## config.mk

```make
export PLATFORM = sky130hd
export DESIGN_NAME = mc_ctrl_fsm
export DESIGN_NICKNAME = d
export VERILOG_FILES = /design/src/rtl/mc_ctrl_fsm.sv
export SDC_FILE = /design/constraint.sdc
export NUM_CORES = 1
export LEC_CHECK = 0
export CAP_MARGIN = 40
export CORE_MARGIN = 2
export CORE_UTILIZATION = 50
export DETAILED_ROUTE_END_ITERATION = 10
export GPL_TIMING_DRIVEN = 0
export PLACE_DENSITY = 0.83
export SETUP_SLACK_MARGIN = 0.02
export SLEW_MARGIN = 25
export SYNTH_ARGS = -nofsm -noshare
export SYNTH_HDL_FRONTEND = slang
export SYNTH_SLANG_ARGS = --single-unit
```

## constraint.sdc

```tcl
create_clock -name clk -period 3.35 [get_ports clk]
set_clock_uncertainty 0.1 [all_clocks]
set_input_delay 0.67 -clock clk [delete_from_list [all_inputs] [get_ports clk]]
set_output_delay 0.67 -clock clk [all_outputs]
set_load 0.03 [all_outputs]
```

## src/rtl/mc_ctrl_fsm.sv

```systemverilog
`default_nettype none
// ============================================================================
//  Module      : mc_ctrl_fsm
//  Description : Multi-cycle control sequencer for the MIPS datapath.
//                Each instruction is stepped through FETCH/DECODE/EXEC/MEM/WB.
//                Instruction fetch and data access share one memory port
//                through a req/ack handshake. A bounded wait counter turns a
//                missing ack into a halt.
//
//  Ports
//    clk        in   clock, rising-edge
//    rst        in   synchronous reset, active-high
//    run        in   start fetching (sampled in IDLE only)
//    Op/Funct   in   opcode / funct from the instruction register
//    Zero       in   ALU zero flag (used in EXEC)
//    mem_ack    in   memory completed the current request this cycle
//    mem_req    out  memory request, held until mem_ack
//    mem_we     out  request is a write (sw)
//    IorD       out  0 = PC address, 1 = ALUOut address
//    IRWrite    out  load instruction register
//    PCWrite    out  load PC from NPC
//    RegWrite   out  register file write
//    ALUSrc     out  ALU B from extended immediate
//    ALU_A      out  ALU A from shamt
//    EXTOp      out  sign-extend immediate
//    ALUOp      out  ALU operation code
//    NPCOp      out  next-PC select
//    GPRSel     out  destination register select
//    WDSel      out  write-data select
//    state      out  current sequencer state
//    err        out  sticky error code (01 illegal op, 10 mem timeout)
//
//  Revision    : 1.0  initial release
// ============================================================================
module mc_ctrl_fsm #(
    parameter int WAIT_MAX = 15
) (
    input  logic       clk,
    input  logic       rst,
    input  logic       run,
    input  logic [5:0] Op,
    input  logic [5:0] Funct,
    input  logic       Zero,
    input  logic       mem_ack,
    output logic       mem_req,
    output logic       mem_we,
    output logic       IorD,
    output logic       IRWrite,
    output logic       PCWrite,
    output logic       RegWrite,
    output logic       ALUSrc,
    output logic       ALU_A,
    output logic       EXTOp,
    output logic [3:0] ALUOp,
    output logic [1:0] NPCOp,
    output logic [1:0] GPRSel,
    output logic [1:0] WDSel,
    output logic [2:0] state,
    output logic [1:0] err
);

    // ------------------------------------------------------------------
    // State encoding
    // ------------------------------------------------------------------
    localparam logic [2:0] c_ST_IDLE   = 3'd0;
    localparam logic [2:0] c_ST_FETCH  = 3'd1;
    localparam logic [2:0] c_ST_DECODE = 3'd2;
    localparam logic [2:0] c_ST_EXEC   = 3'd3;
    localparam logic [2:0] c_ST_MEM    = 3'd4;
    localparam logic [2:0] c_ST_WB     = 3'd5;
    localparam logic [2:0] c_ST_HALT   = 3'd6;

    // Opcodes
    localparam logic [5:0] c_OP_RTYPE = 6'b000000;
    localparam logic [5:0] c_OP_J     = 6'b000010;
    localparam logic [5:0] c_OP_JAL   = 6'b000011;
    localparam logic [5:0] c_OP_BEQ   = 6'b000100;
    localparam logic [5:0] c_OP_BNE   = 6'b000101;
    localparam logic [5:0] c_OP_ADDI  = 6'b001000;
    localparam logic [5:0] c_OP_SLTI  = 6'b001010;
    localparam logic [5:0] c_OP_ANDI  = 6'b001100;
    localparam logic [5:0] c_OP_ORI   = 6'b001101;
    localparam logic [5:0] c_OP_LUI   = 6'b001111;
    localparam logic [5:0] c_OP_LW    = 6'b100011;
    localparam logic [5:0] c_OP_SW    = 6'b101011;

    // R-type funct codes
    localparam logic [5:0] c_FN_SLL  = 6'b000000;
    localparam logic [5:0] c_FN_SRL  = 6'b000010;
    localparam logic [5:0] c_FN_SLLV = 6'b000100;
    localparam logic [5:0] c_FN_SRLV = 6'b000110;
    localparam logic [5:0] c_FN_JR   = 6'b001000;
    localparam logic [5:0] c_FN_JALR = 6'b001001;
    localparam logic [5:0] c_FN_ADD  = 6'b100000;
    localparam logic [5:0] c_FN_ADDU = 6'b100001;
    localparam logic [5:0] c_FN_SUB  = 6'b100010;
    localparam logic [5:0] c_FN_SUBU = 6'b100011;
    localparam logic [5:0] c_FN_AND  = 6'b100100;
    localparam logic [5:0] c_FN_OR   = 6'b100101;
    localparam logic [5:0] c_FN_XOR  = 6'b100110;
    localparam logic [5:0] c_FN_NOR  = 6'b100111;
    localparam logic [5:0] c_FN_SLT  = 6'b101010;
    localparam logic [5:0] c_FN_SLTU = 6'b101011;

    // ALU operation codes
    localparam logic [3:0] c_ALU_NOP  = 4'd0;
    localparam logic [3:0] c_ALU_ADD  = 4'd1;
    localparam logic [3:0] c_ALU_SUB  = 4'd2;
    localparam logic [3:0] c_ALU_AND  = 4'd3;
    localparam logic [3:0] c_ALU_OR   = 4'd4;
    localparam logic [3:0] c_ALU_SLT  = 4'd5;
    localparam logic [3:0] c_ALU_SLTU = 4'd6;
    localparam logic [3:0] c_ALU_NOR  = 4'd7;
    localparam logic [3:0] c_ALU_SLL  = 4'd8;
    localparam logic [3:0] c_ALU_SRL  = 4'd9;
    localparam logic [3:0] c_ALU_LUI  = 4'd10;
    localparam logic [3:0] c_ALU_XOR  = 4'd11;

    // Next-PC, destination and write-data selects
    localparam logic [1:0] c_NPC_PLUS4  = 2'b00;
    localparam logic [1:0] c_NPC_BRANCH = 2'b01;
    localparam logic [1:0] c_NPC_JUMP   = 2'b10;
    localparam logic [1:0] c_NPC_JR     = 2'b11;
    localparam logic [1:0] c_GPR_RD     = 2'b00;
    localparam logic [1:0] c_GPR_RT     = 2'b01;
    localparam logic [1:0] c_GPR_R31    = 2'b10;
    localparam logic [1:0] c_WD_ALU     = 2'b00;
    localparam logic [1:0] c_WD_MEM     = 2'b01;
    localparam logic [1:0] c_WD_PC      = 2'b10;

    localparam logic [1:0] c_ERR_NONE    = 2'b00;
    localparam logic [1:0] c_ERR_ILLEGAL = 2'b01;
    localparam logic [1:0] c_ERR_TIMEOUT = 2'b10;

    localparam logic [7:0] c_WAIT_MAX = 8'(WAIT_MAX);

    // ------------------------------------------------------------------
    // Registers
    // ------------------------------------------------------------------
    logic [2:0] r_state;
    logic [1:0] r_err;
    logic [7:0] r_wait;

    // ------------------------------------------------------------------
    // Instruction decode (pure function of Op/Funct)
    // ------------------------------------------------------------------
    logic       w_legal;
    logic       w_is_rtype;   // R-type ALU op, writes rd
    logic       w_is_itype;   // I-type ALU op, writes rt
    logic       w_is_lw;
    logic       w_is_sw;
    logic       w_is_beq;
    logic       w_is_bne;
    logic       w_is_j;
    logic       w_is_jal;
    logic       w_is_jr;
    logic       w_is_jalr;
    logic [3:0] w_alu_op;
    logic       w_alu_src;
    logic       w_alu_a;
    logic       w_ext_op;

    always_comb begin
        w_legal    = 1'b1;
        w_is_rtype = 1'b0;
        w_is_itype = 1'b0;
        w_is_lw    = 1'b0;
        w_is_sw    = 1'b0;
        w_is_beq   = 1'b0;
        w_is_bne   = 1'b0;
        w_is_j     = 1'b0;
        w_is_jal   = 1'b0;
        w_is_jr    = 1'b0;
        w_is_jalr  = 1'b0;
        w_alu_op   = c_ALU_NOP;
        w_alu_src  = 1'b0;
        w_alu_a    = 1'b0;
        w_ext_op   = 1'b0;

        case (Op)
            c_OP_RTYPE: begin
                case (Funct)
                    c_FN_ADD, c_FN_ADDU: begin w_is_rtype = 1'b1; w_alu_op = c_ALU_ADD;  end
                    c_FN_SUB, c_FN_SUBU: begin w_is_rtype = 1'b1; w_alu_op = c_ALU_SUB;  end
                    c_FN_AND:            begin w_is_rtype = 1'b1; w_alu_op = c_ALU_AND;  end
                    c_FN_OR:             begin w_is_rtype = 1'b1; w_alu_op = c_ALU_OR;   end
                    c_FN_XOR:            begin w_is_rtype = 1'b1; w_alu_op = c_ALU_XOR;  end
                    c_FN_NOR:            begin w_is_rtype = 1'b1; w_alu_op = c_ALU_NOR;  end
                    c_FN_SLT:            begin w_is_rtype = 1'b1; w_alu_op = c_ALU_SLT;  end
                    c_FN_SLTU:           begin w_is_rtype = 1'b1; w_alu_op = c_ALU_SLTU; end
                    // Immediate shifts take A from shamt; variable shifts from rs
                    c_FN_SLL: begin w_is_rtype = 1'b1; w_alu_op = c_ALU_SLL; w_alu_a = 1'b1; end
                    c_FN_SRL: begin w_is_rtype = 1'b1; w_alu_op = c_ALU_SRL; w_alu_a = 1'b1; end
                    c_FN_SLLV:           begin w_is_rtype = 1'b1; w_alu_op = c_ALU_SLL;  end
                    c_FN_SRLV:           begin w_is_rtype = 1'b1; w_alu_op = c_ALU_SRL;  end
                    c_FN_JR:             w_is_jr   = 1'b1;
                    c_FN_JALR:           w_is_jalr = 1'b1;
                    default:             w_legal   = 1'b0;
                endcase
            end
            c_OP_ADDI: begin w_is_itype = 1'b1; w_alu_op = c_ALU_ADD; w_alu_src = 1'b1; w_ext_op = 1'b1; end
            c_OP_SLTI: begin w_is_itype = 1'b1; w_alu_op = c_ALU_SLT; w_alu_src = 1'b1; w_ext_op = 1'b1; end
            c_OP_ANDI: begin w_is_itype = 1'b1; w_alu_op = c_ALU_AND; w_alu_src = 1'b1; end
            c_OP_ORI:  begin w_is_itype = 1'b1; w_alu_op = c_ALU_OR;  w_alu_src = 1'b1; end
            c_OP_LUI:  begin w_is_itype = 1'b1; w_alu_op = c_ALU_LUI; w_alu_src = 1'b1; end
            c_OP_LW:   begin w_is_lw = 1'b1; w_alu_op = c_ALU_ADD; w_alu_src = 1'b1; w_ext_op = 1'b1; end
            c_OP_SW:   begin w_is_sw = 1'b1; w_alu_op = c_ALU_ADD; w_alu_src = 1'b1; w_ext_op = 1'b1; end
            c_OP_BEQ:  begin w_is_beq = 1'b1; w_alu_op = c_ALU_SUB; end
            c_OP_BNE:  begin w_is_bne = 1'b1; w_alu_op = c_ALU_SUB; end
            c_OP_J:    w_is_j   = 1'b1;
            c_OP_JAL:  w_is_jal = 1'b1;
            default:   w_legal  = 1'b0;
        endcase
    end

    // ------------------------------------------------------------------
    // Next-state and output logic
    // ------------------------------------------------------------------
    logic [2:0] w_next_state;
    logic [1:0] w_err_set;    // non-zero loads the sticky error register
    logic       w_wait_inc;   // request outstanding, not acked, not timed out
    logic       w_wait_hit;

    assign w_wait_hit = (r_wait == c_WAIT_MAX);

    always_comb begin
        w_next_state = r_state;
        w_err_set    = c_ERR_NONE;
        w_wait_inc   = 1'b0;
        mem_req      = 1'b0;
        mem_we       = 1'b0;
        IorD         = 1'b0;
        IRWrite      = 1'b0;
        PCWrite      = 1'b0;
        RegWrite     = 1'b0;
        ALUSrc       = 1'b0;
        ALU_A        = 1'b0;
        EXTOp        = 1'b0;
        ALUOp        = c_ALU_NOP;
        NPCOp        = c_NPC_PLUS4;
        GPRSel       = c_GPR_RD;
        WDSel        = c_WD_ALU;

        case (r_state)
            c_ST_IDLE: begin
                if (run) begin
                    w_next_state = c_ST_FETCH;
                end
            end

            c_ST_FETCH: begin
                mem_req = 1'b1;
                // An ack wins even on the cycle the counter is at its limit
                if (mem_ack) begin
                    IRWrite      = 1'b1;
                    PCWrite      = 1'b1;
                    w_next_state = c_ST_DECODE;
                end else if (w_wait_hit) begin
                    w_err_set    = c_ERR_TIMEOUT;
                    w_next_state = c_ST_HALT;
                end else begin
                    w_wait_inc   = 1'b1;
                end
            end

            c_ST_DECODE: begin
                if (!w_legal) begin
                    w_err_set    = c_ERR_ILLEGAL;
                    w_next_state = c_ST_HALT;
                end else if (w_is_j || w_is_jal) begin
                    PCWrite      = 1'b1;
                    NPCOp        = c_NPC_JUMP;
                    if (w_is_jal) begin
                        RegWrite = 1'b1;
                        GPRSel   = c_GPR_R31;
                        WDSel    = c_WD_PC;
                    end
                    w_next_state = c_ST_FETCH;
                end else begin
                    w_next_state = c_ST_EXEC;
                end
            end

            c_ST_EXEC: begin
                ALUOp  = w_alu_op;
                ALUSrc = w_alu_src;
                ALU_A  = w_alu_a;
                EXTOp  = w_ext_op;
                if (w_is_beq || w_is_bne) begin
                    PCWrite      = (w_is_beq & Zero) | (w_is_bne & ~Zero);
                    NPCOp        = c_NPC_BRANCH;
                    w_next_state = c_ST_FETCH;
                end else if (w_is_jr || w_is_jalr) begin
                    PCWrite      = 1'b1;
                    NPCOp        = c_NPC_JR;
                    if (w_is_jalr) begin
                        RegWrite = 1'b1;
                        GPRSel   = c_GPR_RD;
                        WDSel    = c_WD_PC;
                    end
                    w_next_state = c_ST_FETCH;
                end else if (w_is_lw || w_is_sw) begin
                    w_next_state = c_ST_MEM;
                end else begin
                    w_next_state = c_ST_WB;
                end
            end

            c_ST_MEM: begin
                mem_req = 1'b1;
                IorD    = 1'b1;
                mem_we  = w_is_sw;
                if (mem_ack) begin
                    w_next_state = w_is_sw ? c_ST_FETCH : c_ST_WB;
                end else if (w_wait_hit) begin
                    w_err_set    = c_ERR_TIMEOUT;
                    w_next_state = c_ST_HALT;
                end else begin
                    w_wait_inc   = 1'b1;
                end
            end

            c_ST_WB: begin
                RegWrite = 1'b1;
                if (w_is_lw) begin
                    GPRSel = c_GPR_RT;
                    WDSel  = c_WD_MEM;
                end else if (w_is_itype) begin
                    GPRSel = c_GPR_RT;
                end else begin
                    GPRSel = c_GPR_RD;
                end
                w_next_state = c_ST_FETCH;
            end

            c_ST_HALT: begin
                w_next_state = c_ST_HALT;
            end

            default: begin
                w_next_state = c_ST_IDLE;
            end
        endcase
    end

    // ------------------------------------------------------------------
    // State, sticky error and wait counter
    // The counter is zero whenever no request is waiting, so it is
    // already clear on every entry to FETCH or MEM.
    // ------------------------------------------------------------------
    always_ff @(posedge clk) begin
        if (rst) begin
            r_state <= c_ST_IDLE;
            r_err   <= c_ERR_NONE;
            r_wait  <= 8'd0;
        end else begin
            r_state <= w_next_state;
            if (w_err_set != c_ERR_NONE) begin
                r_err <= w_err_set;
            end
            if (w_wait_inc) begin
                r_wait <= r_wait + 8'd1;
            end else begin
                r_wait <= 8'd0;
            end
        end
    end

    assign state = r_state;
    assign err   = r_err;

endmodule
`default_nettype wire

```

==> metrics <==
CP Launch Type input port; max-cap viol count 0; critical path's slowest cell clkdlybuf4s50_1; sequential fraction of the synthesis area 19.64%; Die X-Extent 55.48 um; DP HPWL 2.807 mm; antenna violations before repair 0; DRC violations left 0; Max Slew Vio Count 0; HP Start r_wait[0]; nets 237; Post-Syn Nets 198; CTS tree built; final instance area 1732 um2; area growth from synthesis to layout 30.69%; H-tree depth 1; row cnt 18; Post-Syn Area 1325 um2; Core Region 2500 um2; Placed Area 1708 um2; Reg-to-Reg Start r_wait[0]; Worst setup startpoint Op[3]; WP depth 7; # clock sinks 13; Cell Chain, Critical Path clkdlybuf4s50_1, or3_4, nand2b_4, a2111oi_4, a31oi_1, nor2_2, clkbuf_4; Port Buffers 34; commonest non-fill, non-tap cells in the layout nor2_1, clkdlybuf4s50_1, nand2_1; via count 1,490; Synth Instances 180; asr flop ratio synth 0%; Root Buffer Master clkbuf_4; RSZ-0062 raised after global routing false; Worst Max-Slew Pin Slew 414.0 ps; Die Area 3078 um2; max incr delay on CP 470 ps; number of global-route vias before repair 1,378; share of cells above drive strength 1 18.81%; CP bufs+invs 2; Reg2Reg Setup Slack 1650 ps; Worst VDD drop 0.2002 mV; largest net degree at the start of global routing 11; most common cell after layout, fill and taps aside nor2_1; Post-Layout Cell Count 248; Synth Flop Type dfxtp_1; crit path time final 3236 ps; worst hold-check path type reg2reg; Total Routing Usage GR 23.34%; Pleak 0.7008 nW; vias per inst 6.008; ANT nets after route 0; Final Power 0.3640 mW; R2R depth 5; Placed Instances 244; crit path kind in2out; Power Density 210.2 nW/um2; GPL Wtd Cong 0.8857; clock buffer depth 2; Worst Path Arrival 2470 ps; antenna fix cells 0; R2R Path End state[0]; grt ovf 0; global-route wire length before repair 6.023 mm; final worst slack 113.8 ps; num ports 41; Final Hold Fails 0; Worst Hold Margin 343.2 ps; DR iter-0 viols 52; Post-Route WL 3.528 mm; Avg Inst Size Synth 7.361 um2; hold path depth 1; Final Cycle Share 96.60%; kind of end point of the critical path primary output; Final Setup Violations 0; starting density of the core 53.00%; CTS Hold Bufs 0; peak fanout along the critical path 4; Die H 55.48 um; distinct cell type count after synthesis 56; CTS buffer count 3; Slew Limit Headroom 72.05%; CTS clk-pin slew, worst paths 70 ps; Post-synth EDFFs 0; max frequency 309.0 MHz; status completed; Synth Warn # 0; WL/cell 14.23 um; Place WS -531.5 ps; Clock Latency Late Sink 270 ps; CP delay by family, top simple AND/OR/NAND/NOR gates; #FFs+latches synth 13; drt pass-1 iters 4; Critical Path RT 2580 ps; post-CTS setup repair buffer count 0; hold path endpoint r_wait[0]
[worst reg2reg max path, cell delays in order (launching register included)]
cell and delay [ps]:
dfxtp_1 350, ha_1 210, nand3_1 110, nand2b_1 270
o311ai_0 430, a21oi_1 110
[layout make-up]
| class | instances | area, um2 |
|---|---|---|
| well taps | 30 | 37.54 |
| plain buffers | 13 | 93.84 |
| fillers | 225 | 768.2 |
| multi-input cells | 148 | 991.0 |
| inverters | 6 | 22.52 |
| repair buffers | 34 | 300.3 |
| clock buffers | 4 | 26.28 |
| flip-flops and latches | 13 | 260.3 |
[per-layer routing]
metal / part of all wire [%] / GRT usage (%) / up-vias
met1: 45 / 29.59 / 693
met4: 0.62 / 6.620 / 0
li1: - / - / 735
met5: 0 / 0 / -
met2: 50 / 41.84 / 60
met3: 4.5 / 1.874 / 2
[per-stage QoR]
step	utilization [%]	TNS (ps)
after CTS	69.32	-23.03
after detailed placement	68.32	-4633
after floorplan	-	0
after global routing	69.27	0
after global placement	68.32	-5217
final	69.27	0
[cells in the mapped netlist (all sizes together) (3+ instances only)]
library cell  number  area, um2
a32oi              3      26.28
nand2b             7      53.80
nor3               4      20.02
nand3              6      30.03
and3               6      37.54
nor4               7      50.05
or3                3      23.77
xnor2              4      35.03
xor2               7      61.31
nor2              23      88.84
o21ai             11      55.05
nand2             14      52.55
or2                3      18.77
nor2b              4      25.02
dfxtp             13      260.3
a21oi              8      40.04
a31oi              6      43.79
a211o              3      26.28
buf               12      86.33
inv                6      22.52
[kinds of logic after synthesis]
group,after synthesis,share of synthesized area (%)
buffers and inverters,19,8.498
adders and majority gates,1,0.9441
and+or+nand+nor,89,37.68
DFF,13,19.64
xor gates and xnor gates,11,7.271
AOI/OAI and AO/OA,47,25.97
[how the worst max path moves through the flow]
stage / to / slack (ps)
after floorplan: RegWrite / 300
after global placement: ALUOp[3] / -600
after detailed placement: ALUOp[3] / -530
after CTS: GPRSel[0] / -20
after global routing: ALUOp[3] / 40
final: ALUOp[3] / 110
[state kept, by name, indices dropped and copies added, names as in the netlist]
register	cells
r_wait	8
err	2
state	3
[power breakdown]
part,switching (mW),internal [mW],total (mW)
combinational,0.0648,0.0487,0.114
clock,0.0471,0.0460,0.0931
sequential,0.00120,0.156,0.157
total,0.113,0.251,0.364
[what timing repair did]
action                     CTS  global route
gates resized for setup     38            16
setup endpoints to repair   15            11
pin swaps                    0             3
Note: power is estimated with default switching activity, not from simulation.
